<file path="src/rtl/mem_bus_arbiter_pkg.sv">
// Shared definitions for the memory bus arbiter: FSM state encodings and the
// device-window base addresses that the SoC top also uses.
package mem_bus_arbiter_pkg;

  typedef enum logic [1:0] {
    ARB_IDLE  = 2'd0,
    ARB_ISSUE = 2'd1,
    ARB_RESP  = 2'd2
  } arb_state_e;

  localparam logic [31:0] SERIAL_MMIO = 32'h1000_0000;
  localparam logic [31:0] RTC_MMIO    = 32'h2000_0000;

  // A single-master build still needs a one-bit index.
  function automatic int unsigned idx_width(input int unsigned n);
    return (n > 1) ? $clog2(n) : 1;
  endfunction

endpackage

</file>
<file path="src/rtl/mem_bus_arbiter_rr_arbiter.sv">
// Grant selection for the memory bus arbiter. BUS_ARB_RR_EN selects round-robin
// (search from ptr+1); otherwise fixed priority with the lowest index winning.
module rr_arbiter
  import mem_bus_arbiter_pkg::*;
#(
  parameter  int N     = 2,
  localparam int IDX_W = idx_width(N)
) (
  input  logic [N-1:0]     req,
`ifdef BUS_ARB_RR_EN
  input  logic [IDX_W-1:0] ptr,
`endif
  output logic [N-1:0]     grant,
  output logic [IDX_W-1:0] idx
);

  logic             found;
  logic [IDX_W-1:0] cand;

  always_comb begin
    grant = '0;
    idx   = '0;
    found = 1'b0;
    cand  = '0;
    for (int k = 0; k < N; k++) begin
`ifdef BUS_ARB_RR_EN
      cand = IDX_W'((int'(ptr) + 1 + k) % N);
`else
      cand = IDX_W'(k);
`endif
      if (!found && req[cand]) begin
        found = 1'b1;
        idx   = cand;
      end
    end
    if (found) grant[idx] = 1'b1;
  end

endmodule

</file>
<file path="src/rtl/mem_bus_arbiter.sv">
// N-master to single-port memory arbiter, one transaction at a time.
// Define BUS_ARB_RR_EN for round-robin grants; default is fixed priority.
module mem_bus_arbiter
  import mem_bus_arbiter_pkg::*;
#(
  parameter int NUM_MASTERS = 2,
  parameter int ADDR_W      = 32,
  parameter int DATA_W      = 32,
  parameter int MASK_W      = DATA_W / 8
) (
  input  logic                          clk,
  input  logic                          rst,
  input  logic [NUM_MASTERS-1:0]        m_req,
  input  logic [NUM_MASTERS-1:0]        m_we,
  input  logic [NUM_MASTERS*ADDR_W-1:0] m_addr,
  input  logic [NUM_MASTERS*DATA_W-1:0] m_wdata,
  input  logic [NUM_MASTERS*MASK_W-1:0] m_mask,
  output logic [NUM_MASTERS*DATA_W-1:0] m_rdata,
  output logic [NUM_MASTERS-1:0]        m_ready,
  output logic [NUM_MASTERS-1:0]        m_skip,
  output logic                          mem_req,
  output logic                          mem_we,
  output logic [ADDR_W-1:0]             mem_addr,
  output logic [DATA_W-1:0]             mem_wdata,
  output logic [MASK_W-1:0]             mem_mask,
  input  logic [DATA_W-1:0]             mem_rdata,
  input  logic                          mem_ack
);

  localparam int IDX_W = idx_width(NUM_MASTERS);

  // Handshake: a master holds m_req and payload until its one-cycle m_ready;
  // downstream, mem_req and mem_* hold steady through ISSUE until mem_ack.
  arb_state_e             state, state_nxt;
  logic [NUM_MASTERS-1:0] grant;
  logic [IDX_W-1:0]       grant_idx, win_idx;
  logic                   any_req, grant_fire, resp_live;
  logic                   sel_we;
  logic [ADDR_W-1:0]      sel_addr;
  logic [DATA_W-1:0]      sel_wdata;
  logic [MASK_W-1:0]      sel_mask;
  logic                   lat_we, lat_skip;
  logic [ADDR_W-1:0]      lat_addr;
  logic [DATA_W-1:0]      lat_wdata, lat_rdata;
  logic [MASK_W-1:0]      lat_mask;

  function automatic logic in_device_window(input logic [ADDR_W-1:0] a);
    return ((a & ~ADDR_W'(3)) == ADDR_W'(SERIAL_MMIO)) ||
           ((a & ~ADDR_W'(7)) == ADDR_W'(RTC_MMIO));
  endfunction

`ifdef BUS_ARB_RR_EN
  logic [IDX_W-1:0] rr_ptr;

  always_ff @(posedge clk) begin
    if (rst)             rr_ptr <= IDX_W'(NUM_MASTERS - 1);
    else if (grant_fire) rr_ptr <= grant_idx;
  end
`endif

  rr_arbiter #(.N(NUM_MASTERS)) u_arb (
    .req   (m_req),
`ifdef BUS_ARB_RR_EN
    .ptr   (rr_ptr),
`endif
    .grant (grant),
    .idx   (grant_idx)
  );

  assign any_req   = |grant;
  assign sel_we    = m_we[grant_idx];
  assign sel_addr  = m_addr[grant_idx*ADDR_W +: ADDR_W];
  assign sel_wdata = m_wdata[grant_idx*DATA_W +: DATA_W];
  assign sel_mask  = m_mask[grant_idx*MASK_W +: MASK_W];

  always_ff @(posedge clk) begin
    if (rst) state <= ARB_IDLE;
    else     state <= state_nxt;
  end

  always_comb begin
    state_nxt  = state;
    grant_fire = 1'b0;
    case (state)
      ARB_IDLE: begin
        if (any_req) begin
          grant_fire = 1'b1;
          // A write that enables no byte lanes never touches memory.
          state_nxt  = (sel_we && sel_mask == '0) ? ARB_RESP : ARB_ISSUE;
        end
      end
      ARB_ISSUE: if (mem_ack) state_nxt = ARB_RESP;
      ARB_RESP:  state_nxt = ARB_IDLE;
      default:   state_nxt = ARB_IDLE;
    endcase
  end

  always_ff @(posedge clk) begin
    if (rst) begin
      win_idx   <= '0;
      lat_we    <= 1'b0;
      lat_addr  <= '0;
      lat_wdata <= '0;
      lat_mask  <= '0;
      lat_skip  <= 1'b0;
      lat_rdata <= '0;
    end else if (grant_fire) begin
      win_idx   <= grant_idx;
      lat_we    <= sel_we;
      lat_addr  <= sel_addr;
      lat_wdata <= sel_wdata;
      lat_mask  <= sel_mask;
      lat_skip  <= in_device_window(sel_addr);
      lat_rdata <= '0;
    end else if (state == ARB_ISSUE && mem_ack) begin
      lat_rdata <= lat_we ? '0 : mem_rdata;
    end
  end

  // Gating with rst keeps a response from escaping in the cycle reset lands.
  assign resp_live = (state == ARB_RESP) && !rst;

  always_comb begin
    m_ready = '0;
    m_skip  = '0;
    m_rdata = '0;
    if (resp_live) begin
      m_ready[win_idx]                   = 1'b1;
      m_skip[win_idx]                    = lat_skip;
      m_rdata[win_idx*DATA_W +: DATA_W]  = lat_rdata;
    end
  end

  assign mem_req   = (state == ARB_ISSUE);
  assign mem_we    = lat_we;
  assign mem_addr  = lat_addr;
  assign mem_wdata = lat_wdata;
  assign mem_mask  = lat_mask;

endmodule

</file>
<file path="config.mk">
export PLATFORM = sky130hd
export DESIGN_NAME = mem_bus_arbiter
export DESIGN_NICKNAME = d
export VERILOG_FILES = /design/src/rtl/mem_bus_arbiter_pkg.sv /design/src/rtl/mem_bus_arbiter_rr_arbiter.sv /design/src/rtl/mem_bus_arbiter.sv
export SDC_FILE = /design/constraint.sdc
export NUM_CORES = 1
export LEC_CHECK = 0
export BUFFER_PORTS_ARGS = -buffer_cell sky130_fd_sc_hd__buf_2
export CORE_AREA = 5 5 118 120
export DETAILED_ROUTE_END_ITERATION = 10
export DIE_AREA = 0 0 123 125
export PLACE_DENSITY = 0.73
export SYNTH_ARGS = -nofsm -noshare
export SYNTH_HDL_FRONTEND = slang
export SYNTH_SLANG_ARGS = --single-unit
export TNS_END_PERCENT = 50
</file>
<file path="constraint.sdc">
create_clock -name clk -period 3.2 [get_ports clk]
set_input_delay 0.64 -clock clk [delete_from_list [all_inputs] [get_ports clk]]
set_output_delay 0.64 -clock clk [all_outputs]
set_load 0.01 [all_outputs]
</file>
After elaboration in Yosys (flattened, before gate mapping) --
Cells that the tools add are included.
Operators by class: equal/unequal tests 6, shift-type cells 5, $lt $le $gt $ge 4, multiplexer cells 20, $add $sub $neg 1, reductions and logical operators 14, bitwise gates (word level) 2
Operator list (count):
- 64-bit by 7-bit indexed part select with 32-bit output | 2
- 64-bit AND | 1
- 64-bit two-way mux | 1
- 32-bit by 34-bit variable shift with 64-bit output, first input constant | 1
- 32-bit by 34-bit indexed part select with 64-bit output | 1
- 6-bit negator with 34-bit output | 1
- 32-bit two-way mux | 1
- 30-bit by 27-bit equality test with 1-bit output, second input constant | 1
- 29-bit by 27-bit equality test with 1-bit output, second input constant | 1
- 2-bit two-way mux | 6
- 1-bit two-way mux | 9
- 8-bit by 4-bit indexed part select with 4-bit output | 1
- 1-bit logical AND | 6
- 4-bit zero test | 1
- 1-bit by 2-bit < comparator with 1-bit output, second input constant | 2
- 2-bit one-hot mux with 2 select lines | 1
- 2-bit OR reduction | 2
- 2-bit AND | 1
- 1-bit demux with 1-bit select | 2
- 2-bit by 1-bit equality test with 1-bit output, second input constant | 1
- 2-bit equality test, second input constant | 1
- 1-bit >= comparator, second input constant | 2
- 1-bit zero test | 2
- 2-bit zero test | 1
- other kinds (4) | 4
Word-level totals: logic and storage cells 60, output and inout bits 138, input bits 175, bits in registers 105

Longest topological paths before layout --
Gate-level depths: netlist of run 1.
depth in word-level cells 13, gate-level depth with buffers 7, depth with buffers taken out 5

Cells and area by module --
From an unflattened synthesis of run 1, not the netlist that was laid out.
Second synthesis, totals: cells, all modules 579, area, all modules 5056.1 µm²
By module, submodules not included:
- mem_bus_arbiter | times used 1, cells an instance 576, area an instance 5038.6 µm², sequential area each 2102.0 µm²
- rr_arbiter | times used 1, cells an instance 3, area an instance 17.5 µm², sequential area each 0.0 µm²

Least setup slack after synthesis of run 1 --
OpenSTA, ideal clock, no wires.
path type input to output, start point in rst, end point out m_rdata[23], data required time 2560 ps, data arrival time 1811 ps, path buffers 2, stages 4, slack 749 ps, path through buf_6 > nor4b_1 > clkbuf_1 > and2_1
On the way: longest elaborated chain between the ends 3
Ends and longest elaborated chain:
- from (decl) | line mem_bus_arbiter.sv:12 | input logic rst,
- 1-bit zero test | line mem_bus_arbiter.sv:121 | assign resp_live = (state == ARB_RESP) && !rst;
- 1-bit logical AND | line mem_bus_arbiter.sv:121
- 64-bit two-way mux | line mem_bus_arbiter.sv:127 | if (resp_live) begin
- to (decl) | line mem_bus_arbiter.sv:18 | output logic [NUM_MASTERS*DATA_W-1:0] m_rdata,
Every way passes these cells.

Final worst setup path of run 1 --
start point in rst, end point out m_rdata[43]
Same word-level chain as after synthesis.

==> results of run 1 <==
-- metrics by stage --
step	instances	total power [mW]	utilization, %	area (um2)	setup slack, ns
CTS	1034	3.246	53.20	6849	0.8562
global placement	1018	2.088	50.78	6538	0.8700
detailed placement	1018	2.098	50.78	6538	0.8555
global route	1034	3.359	53.20	6849	0.7679
floorplan	568	1.802	-	4825	0.7490
finish	1034	3.202	53.20	6849	0.8745
-- cell type report --
class,count,area [um2]
tap,176,220.2
multi-input combinational,418,2576
sequential,105,2102
clock buffer,10,239.0
clock inverter,6,72.57
timing repair buffer,319,1639
fill,1290,6026
-- kinds of logic after synthesis --
family	share of synthesized area [%]
buffers and inverters	3.838
flip-flops	43.57
multiplexers	14.52
AO/OA/AOI/OAI	11.85
AND/OR/NAND/NOR	26.22
-- cell usage after synthesis (all sizes together) --
cell,count
dfxtp,105
o2111ai,1
or4,3
a2bb2o,1
o31ai,1
o21ai,71
a211oi,1
buf,11
and2,66
nand2,73
nor4bb,1
nor4,13
nor4b,1
clkbuf,34
nor2b,2
mux2i,70
nand2b,2
nand3,2
nand4,2
or2,1
a22o,1
a21oi,33
a221oi,1
nor3b,33
nor2,36
nor3,3
-- per-layer routing --
layer	global-route usage (%)	vias to the layer above	share of wire (%)	wire length (um)
met1	19.96	2116	39	5715
li1	-	2515	-	-
met4	5.212	2	2.2	326
met3	5.239	22	8.9	1305
met2	32.61	202	50	7296
met5	0	-	0.089	13
-- flip-flops by register name (all words and copies together) (netlist names) --
signal     cells
lat_rdata     32
mem_addr      32
mem_mask       4
mem_we         1
lat_skip       1
state          2
win_idx        1
mem_wdata     32
-- power by group --
part	internal [mW]	switching (mW)	total, mW	leakage [nW]
Combinational	0.256	0.328	0.584	2.55
Sequential	1.42	0.0564	1.47	0.861
Clock	0.639	0.507	1.15	0.150
-- layout by cell type (no fill, tap or decap), types with 2 or more instances in the layout --
master,instances
clkbuf_16,9
nand4_1,2
nor3_1,3
or4_1,2
nand3_1,2
nand2_1,72
buf_4,5
and2_1,66
nor3b_1,33
buf_12,2
a21oi_1,33
dfxtp_1,105
nor4_1,13
nor2_1,35
o21ai_0,71
inv_6,3
buf_2,312
mux2i_1,70
nor2b_1,2
-- how the worst min path moves through the flow --
stage | startpoint | end | slack (ns) | cells after the start
6_report | mem_wdata[18] | mem_wdata[18] | 0.45 | 2
5_1_grt | mem_wdata[23] | mem_wdata[23] | 0.48 | 2
4_1_cts | mem_wdata[3] | mem_wdata[3] | 0.45 | 2
3_5_place_dp | mem_wdata[3] | mem_wdata[3] | 0.44 | 2
3_3_place_gp | mem_wdata[5] | mem_wdata[5] | 0.43 | 2
2_1_floorplan | lat_skip | lat_skip | 0.46 | 1
-- worst max-delay path, stage by stage --
cell      delay [ns]
buf_2           0.17
nor4bb_4        0.26
buf_4           0.31
and2_1          0.17
buf_2           0.12
==> impl_metrics.ini, run 1 <==
[placed_design]
place_hpwl_um = 11460
place.gp.congestion = 0.7911
port_buffers = 312

[logic_synthesis]
yosys-top-cells-area = dfxtp_1, mux2i_1, and2_1
ys_seq_elements = 105
avgSynthCellArea_um2 = 8.494
syn_nets = 743
synth_top_area_share_pct = 43.57
ys_types = 29
synthCells = 568
ys_warn_count = 0
syn_area_um2 = 4825
synth_top_cell_by_area = dfxtp_1
synth_seq_area_share_pct = 43.57

[worst_hold_path]
hold_class = reg -> reg

[die]
ios = 313
fp.dieH_um = 125
fp-row-count = 42
die_w_um = 123
initial_core_util_pct = 37.47
dieArea_um2 = 15380
coreArea_um2 = 12870

[clocking]
postCtsSetupRepairBufs = 0
clockBufferDepth = 2
cts_buffers = 9
cts_root_buffer = clkbuf_16
cts.clk_slew.worst_paths_ns = 0.07
ctsResizeCount = 0
clk_latency_ns = 0.34
hold_buffers = 0
cts_tree = done
h-tree-depth = 3
cts_sinks = 105

[flow_run]
maxCapViolCount = 0

[critical_path]
crit_path_start = rst
crit_fanout = 34
rrSetupSlack_ns = 1.07
path_class = in -> out
crit_required_ns = 2.56
rr_startpoint = state[0]
worst-r2r-cell-count = 6
regToRegEndpoint = lat_rdata[8]
endpoint_kind = primary output
arrival_ns = 1.69
critPathCapture = m_rdata[43]
start_kind = input pin

[sta]
max_slew_margin_pct = 54.77
finalSetupTns_ns = 0
rsz0062_at_grt = false
post-route-period-util_pct = 72.67
timing.hold.ws_ns = 0.4485
tightest_slew_ns = 0.6761
period_minus_slack_ns = 2.326
finClkSkew_ns = 0.005259
slew_violations = 0
max_freq_mhz = 430.0
hold_viol_final = 0
finalSetupViolCount = 0

[detailed_routing]
wl_um = 14660
drt_iter0_drc = 152
via_per_inst = 4.697
vias = 4857
drc = 0
ant_nets = 0
wl_per_cell_um = 14.18
dr.pass1.iters = 4

[global_routing]
grt_remaining_overflow = 0
grt_pass1_wl_um = 22210
grt_pass1_vias = 4596
grt_max_degree = 59
grt_antenna_before_repair = 1
track_usage_pct = 17.91

[pwr]
ir_worst_vdd_v = 0.0002282
power_leakage_nw = 3.562
power-per-cell-area_nw_per_um2 = 467.6

[final_layout]
final_layout_size_suffix_gt1_share_pct = 39.86
fin_nets = 1028
area_delta_synth_final_pct = 41.96
antennaDiodeCount = 0

[run_status]
status = completed
No activity file was read; power rests on OpenSTA's default activity.
==> run 2: changes to the inputs <==
- ABC_AREA: default -> 1
- CORE_AREA: 5 5 118 120 -> 5 5 119 121
- DIE_AREA: 0 0 123 125 -> 0 0 124 126
- PLACE_DENSITY: 0.73 -> 0.76
- clock period: 3.2 -> 2.4 ns (I/O delays scaled with it)
==> run 2 against run 1 <==
Against the previous run: cell area grew 4.9%; synthesized cell count up 29%; critical path depth grew 3; total power rose by 36%; via count is 17% higher; core utilization is 2.1 points higher; first-iteration DRC count is 20% higher; sequential power increased by 35%; cell count is 17% higher; critical endpoint is now m_rdata[62]; largest power group unchanged.
==> impl_metrics.ini, run 2 <==
[clocking]
cts.clk_slew.worst_paths_ns = 0.07
clockBufferDepth = 2
postCtsSetupRepairBufs = 0
cts_sinks = 105
hold_buffers = 0
cts_tree = done
clk_latency_ns = 0.34
cts_buffers = 9
cts_root_buffer = clkbuf_16
h-tree-depth = 3

[logic_synthesis]
avgSynthCellArea_um2 = 7.100
synth.most_common_cell = nand2_1
ys_types = 23
synth_top_cell_by_area = dfxtp_1
ys_seq_elements = 105
syn_area_um2 = 5219
yosys-top-cells-area = dfxtp_1, nand2_1, nor2_1
ys.flop_type = dfxtp_1
synthCells = 735
synth_top_area_share_pct = 40.28
ys_warn_count = 0
synth_seq_area_share_pct = 40.28
syn_nets = 910
synth-async-reset-ratio_pct = 0
synth_edf_count = 0
synth.cells.most_frequent = nand2_1, nor2_1, dfxtp_1

[final_layout]
final_cell_mix = buf_2, nand2_1, nor2_1, dfxtp_1, inv_1
fin_nets = 1198
final_layout_size_suffix_gt1_share_pct = 37.35
final_common_cell = buf_2
area_delta_synth_final_pct = 37.62

[critical_path]
cp_slowest_cell = dfxtp_1
path_class = reg -> out
arrival_ns = 1.72
max_stage_delay_ns = 0.37
crit_required_ns = 1.92
crit_top_cell = nor2_1
start_kind = flip-flop
worstPathCellList = nand2_1 > nor2_1 > inv_1 > nor2_2 > inv_2 > buf_4 > nor2_1 > buf_2
crit_fanout = 22
rrSetupSlack_ns = 0.77
endpoint_kind = primary output

[sta]
max_slew_margin_pct = 63.21
rsz0062_at_grt = false
timing.hold.ws_ns = 0.4409
max_freq_mhz = 455.3
tightest_slew_ns = 0.5519
post-route-period-util_pct = 91.52
finalSetupViolCount = 0
hold_viol_final = 0
finalSetupTns_ns = 0
finClkSkew_ns = 0.007521
slew_violations = 0
period_minus_slack_ns = 2.197

[global_routing]
track_usage_pct = 20.38
grt_antenna_before_repair = 0
grt_pass1_wl_um = 25590
grt_remaining_overflow = 0
grt_pass1_vias = 5226
grt_max_degree = 44

[flow_run]
maxCapViolCount = 0

[detailed_routing]
route.met2.wl_um = 8054
drt_iter0_drc = 182
topRoutingLayerUsed = met4
wl_um = 16980
dr.pass1.iters = 5
routed-wl-met3_um = 1656
ant_nets = 0
drt-met1-wl_um = 6881
vias = 5672
drc = 0
via_per_inst = 4.707
wl_per_cell_um = 14.09

[pwr]
ir_worst_vdd_v = 0.0004177
power_leakage_nw = 3.758
power-per-cell-area_nw_per_um2 = 605.5

[die]
die_w_um = 124
initial_core_util_pct = 40.21
dieArea_um2 = 15620
fp.dieH_um = 126
coreArea_um2 = 12980
fp-row-count = 42
ios = 313

[run_status]
status = completed

[placed_design]
place_hpwl_um = 13060
port_buffers = 312
place.gp.congestion = 0.8356

[worst_hold_path]
hold_class = in -> reg
run 2: timing repair:
| action | in CTS | in global routing |
|---|---|---|
| setup endpoints to repair | 0 | 26 |
| gates resized for setup | 0 | 3 |
| endpoints found under the hold margin | 0 | 0 |
run 2: power by group:
| part | switching (mW) | total (mW) | leakage [nW] | internal [mW] |
|---|---|---|---|---|
| Clock | 0.646 | 1.41 | 0.131 | 0.760 |
| Combinational | 0.572 | 0.958 | 2.76 | 0.386 |
| Sequential | 0.0752 | 1.98 | 0.862 | 1.91 |
| Total | 1.29 | 4.35 | 3.76 | 3.06 |
run 2: worst paths after layout:
| kind | startpoint | to | cells past startpoint |
|---|---|---|---|
| max | state[1] | m_rdata[62] | 8 |
| min | m_wdata[14] | mem_wdata[14] | 3 |
| min reg2reg | mem_wdata[0] | mem_wdata[0] | 2 |
| max reg2reg | state[0] | lat_rdata[26] | 5 |
run 2: metal layers:
metal  track usage [%]  up-vias
met1             24.49     2486
met2             35.00      245
li1                  -     2914
met5                 0        -
met4             7.474        0
met3             4.933       27
run 2: metrics by stage:
stage          area [um2]  util (%)  cells  setup slack, ns  total power, mW
6_report             7182     55.33   1205           0.2034            4.349
3_5_place_dp         6893     53.10   1188           0.2124            2.988
4_1_cts              7177     55.29   1204           0.1185            4.399
2_1_floorplan        5219         -    735           0.4287            2.575
3_3_place_gp         6893     53.10   1188           0.3074            2.978
5_1_grt              7179     55.31   1204          0.05228            4.581
run 2: area by class of cell:
type | instances | area, um2
antenna | 1 | 2.502
clock buffer | 12 | 256.5
clock inverter | 4 | 27.53
fill | 1286 | 5798
inverter | 94 | 352.8
multi-input combinational | 486 | 2496
sequential | 105 | 2102
tap | 176 | 220.2
timing repair buffer | 327 | 1724
run 2: kinds of logic after synthesis:
family	after synthesis	synth area share [%]
and+or+nand+nor	339	25.27
DFF	105	40.28
AOI/OAI and AO/OA	147	22.46
buffers and inverters	144	11.99
run 2: critical path: cells and delay by family, from the launching register on:
| family | cells | cell delay (ns) |
|---|---|---|
| buffers and inverters | 4 | 0.56 |
| AND/OR/NAND/NOR | 4 | 0.45 |
| flip-flops | 1 | 0.37 |
==> run 3: changes to the inputs <==
- CORE_AREA: 5 5 119 121 -> 5 5 118 120
- DIE_AREA: 0 0 124 126 -> 0 0 123 125
- PLACE_DENSITY: 0.76 -> 0.77
- SYNTH_HIERARCHICAL: default -> 1
==> run 3 against run 2 <==
Against the previous run: clock-buffer cell count decreased by 2; cell area decreased by 1.5%; global-route usage decreased by 0.48 points; fmax about the same; flip-flop and latch count unchanged; core utilization decreased by 0.38 points; first-iteration DRC count increased by 7.7%; cell count decreased by 4.5%; wire length decreased by 4.9%; critical endpoint is now m_rdata[15]; sequential power about the same; highest routed layer unchanged.
==> impl_metrics.ini, run 3 <==
[worst_hold_path]
hold_class = in -> reg
hold_start = rst
min_delay_path_depth = 2

[placed_design]
place.gp.congestion = 0.8360
port_buffers = 312
place_hpwl_um = 12550

[logic_synthesis]
ys_types = 28
avgSynthCellArea_um2 = 7.614
synth_edf_count = 0
syn_area_um2 = 5185
ys.flop_type = dfxtp_1
synth_top_area_share_pct = 40.54
synth.most_common_cell = nand2_1
ys_seq_elements = 105
synth.cells.most_frequent = nand2_1, dfxtp_1, inv_1
synthCells = 681
synth_seq_area_share_pct = 40.54
syn_nets = 856
ys_warn_count = 6
yosys-top-cells-area = dfxtp_1, nand2_1, o21ai_2
synth_top_cell_by_area = dfxtp_1
synth-async-reset-ratio_pct = 0

[critical_path]
cp_slowest_cell = dfxtp_1
crit_path_start = state[1]
path_delay_family = buffers and inverters
path_class = reg -> out
arrival_ns = 1.71
rrSetupSlack_ns = 0.76
crit_fanout = 33
worstPathCellList = inv_1 > nor3_1 > inv_1 > nor2_1 > inv_2 > nor2_1 > buf_2
path_depth = 7
start_kind = flip-flop
endpoint_kind = primary output
max_stage_delay_ns = 0.38
crit_required_ns = 1.92
path_buf_inv = 4
rr_startpoint = state[1]
worst-r2r-cell-count = 5

[sta]
finClkSkew_ns = 0.005663
slew_violations = 0
hold_viol_final = 0
timing.hold.ws_ns = 0.3848
finalSetupViolCount = 0
max_freq_mhz = 455.7
max_slew_margin_pct = 39.10
finalSetupTns_ns = 0
post-route-period-util_pct = 91.44
tightest_slew_ns = 0.9135
period_minus_slack_ns = 2.195
rsz0062_at_grt = false

[clocking]
cts_buffers = 9
cts.clk_slew.worst_paths_ns = 0.07
cts_root_buffer = clkbuf_16
cts_tree = done
h-tree-depth = 3
clockBufferDepth = 2
postCtsSetupRepairBufs = 0
clk_latency_ns = 0.34
cts_sinks = 105

[final_layout]
regArea_um2 = 2102
fin_nets = 1145
multiInputGateArea_um2 = 2392
final_layout_size_suffix_gt1_share_pct = 40.62
final_common_cell = buf_2
n_fill_cell = 1221
antennaDiodeCount = 0
area_delta_synth_final_pct = 36.44
final_cell_mix = buf_2, nand2_1, dfxtp_1, inv_1, nor2_1

[detailed_routing]
drt_iter0_drc = 196
via_per_inst = 4.618
wl_um = 16150
drc = 0
wl_per_cell_um = 14.03
ant_nets = 0
vias = 5315
dr.pass1.iters = 4

[global_routing]
grt.busiest_layer = met2
grt_pass1_vias = 5052
grt_max_degree = 70
grt_pass1_wl_um = 24530
grt_antenna_before_repair = 0
grtUsageMet3_pct = 6.098
grt_remaining_overflow = 0
grt_use_met2_pct = 35.16
grt.met1_usage_pct = 22.38
track_usage_pct = 19.90

[flow_run]
maxCapViolCount = 0

[die]
coreArea_um2 = 12870
dieArea_um2 = 15380
fp-row-count = 42
ios = 313
initial_core_util_pct = 40.27
fp.dieH_um = 125
die_w_um = 123

[pwr]
power-per-cell-area_nw_per_um2 = 649.7
ir_worst_vdd_v = 0.0003216
power_leakage_nw = 3.636

[run_status]
status = completed
==> run 3: cell count changes after synthesis, sizes merged, moves of 4 or more <==
cell | before | now
nor2 | 153 | 84
mux2i | 0 | 34
o41ai | 34 | 0
o21ai | 45 | 71
a22o | 0 | 7
nand3 | 9 | 2
inv | 94 | 89
clkbuf | 11 | 7
nand3b | 4 | 0
==> run 3: path summary, 6_finish.rpt <==
check | endpoint
max | m_rdata[15]
max reg2reg | mem_wdata[16]
min | state[0]
min reg2reg | mem_addr[15]
==> run 3: layout make-up <==
type | instances | area share, %
sequential | 105 | 29.71
inverter | 89 | 4.793
timing repair buffer | 322 | 23.49
tap | 176 | 3.113
clock buffer | 10 | 3.237
multi-input combinational | 443 | 33.82
clock inverter | 6 | 1.839
==> run 3: kinds of logic (layout without fill, tap and decap cells) <==
family	Yosys count	in the layout	share of synthesized area, %
buffers and inverters	133	427	13.47
muxes	34	34	6.564
AOI/OAI and AO/OA	146	146	19.50
DFF	105	105	40.54
and+or+nand+nor	263	263	19.93
==> run 3: per-stage QoR <==
stage | setup WS [ns] | instance area, um2 | instances | power, mW | utilization, %
floorplan | 0.5763 | 5185 | 681 | 2.529 | -
global route | 0.03010 | 7074 | 1151 | 4.812 | 54.95
finish | 0.2054 | 7074 | 1151 | 4.596 | 54.95
CTS | 0.1712 | 7072 | 1151 | 4.655 | 54.93
detailed placement | 0.2371 | 6713 | 1135 | 2.884 | 52.14
global placement | 0.3174 | 6713 | 1135 | 2.870 | 52.14
==> run 3: power breakdown <==
group,total (mW),internal [mW],leakage (nW),switching [mW]
clock network,1.76,1.12,0.176,0.638
logic,0.879,0.359,2.60,0.520
registers,1.96,1.89,0.861,0.0667
total,4.60,3.37,3.64,1.22
==> run 3: routing by layer <==
| metal | vias to the layer above | routed length, um |
|---|---|---|
| met2 | 226 | 7938 |
| met4 | 0 | 341 |
| met1 | 2326 | 6236 |
| li1 | 2738 | - |
| met3 | 25 | 1636 |
| met5 | - | 0 |
==> run 3: worst reg2reg max path, cell delays in order, from the launching register on <==
cell	delay, ns
dfxtp_1	0.38
nor2_2	0.09
o21ai_4	0.11
nor2_4	0.07
inv_4	0.61
o21ai_0	0.24
==> run 3: timing repair <==
item,4_1_cts,5_1_grt
resized for setup,0,2
hold buffers,0,0
setup endpoints to repair,0,2
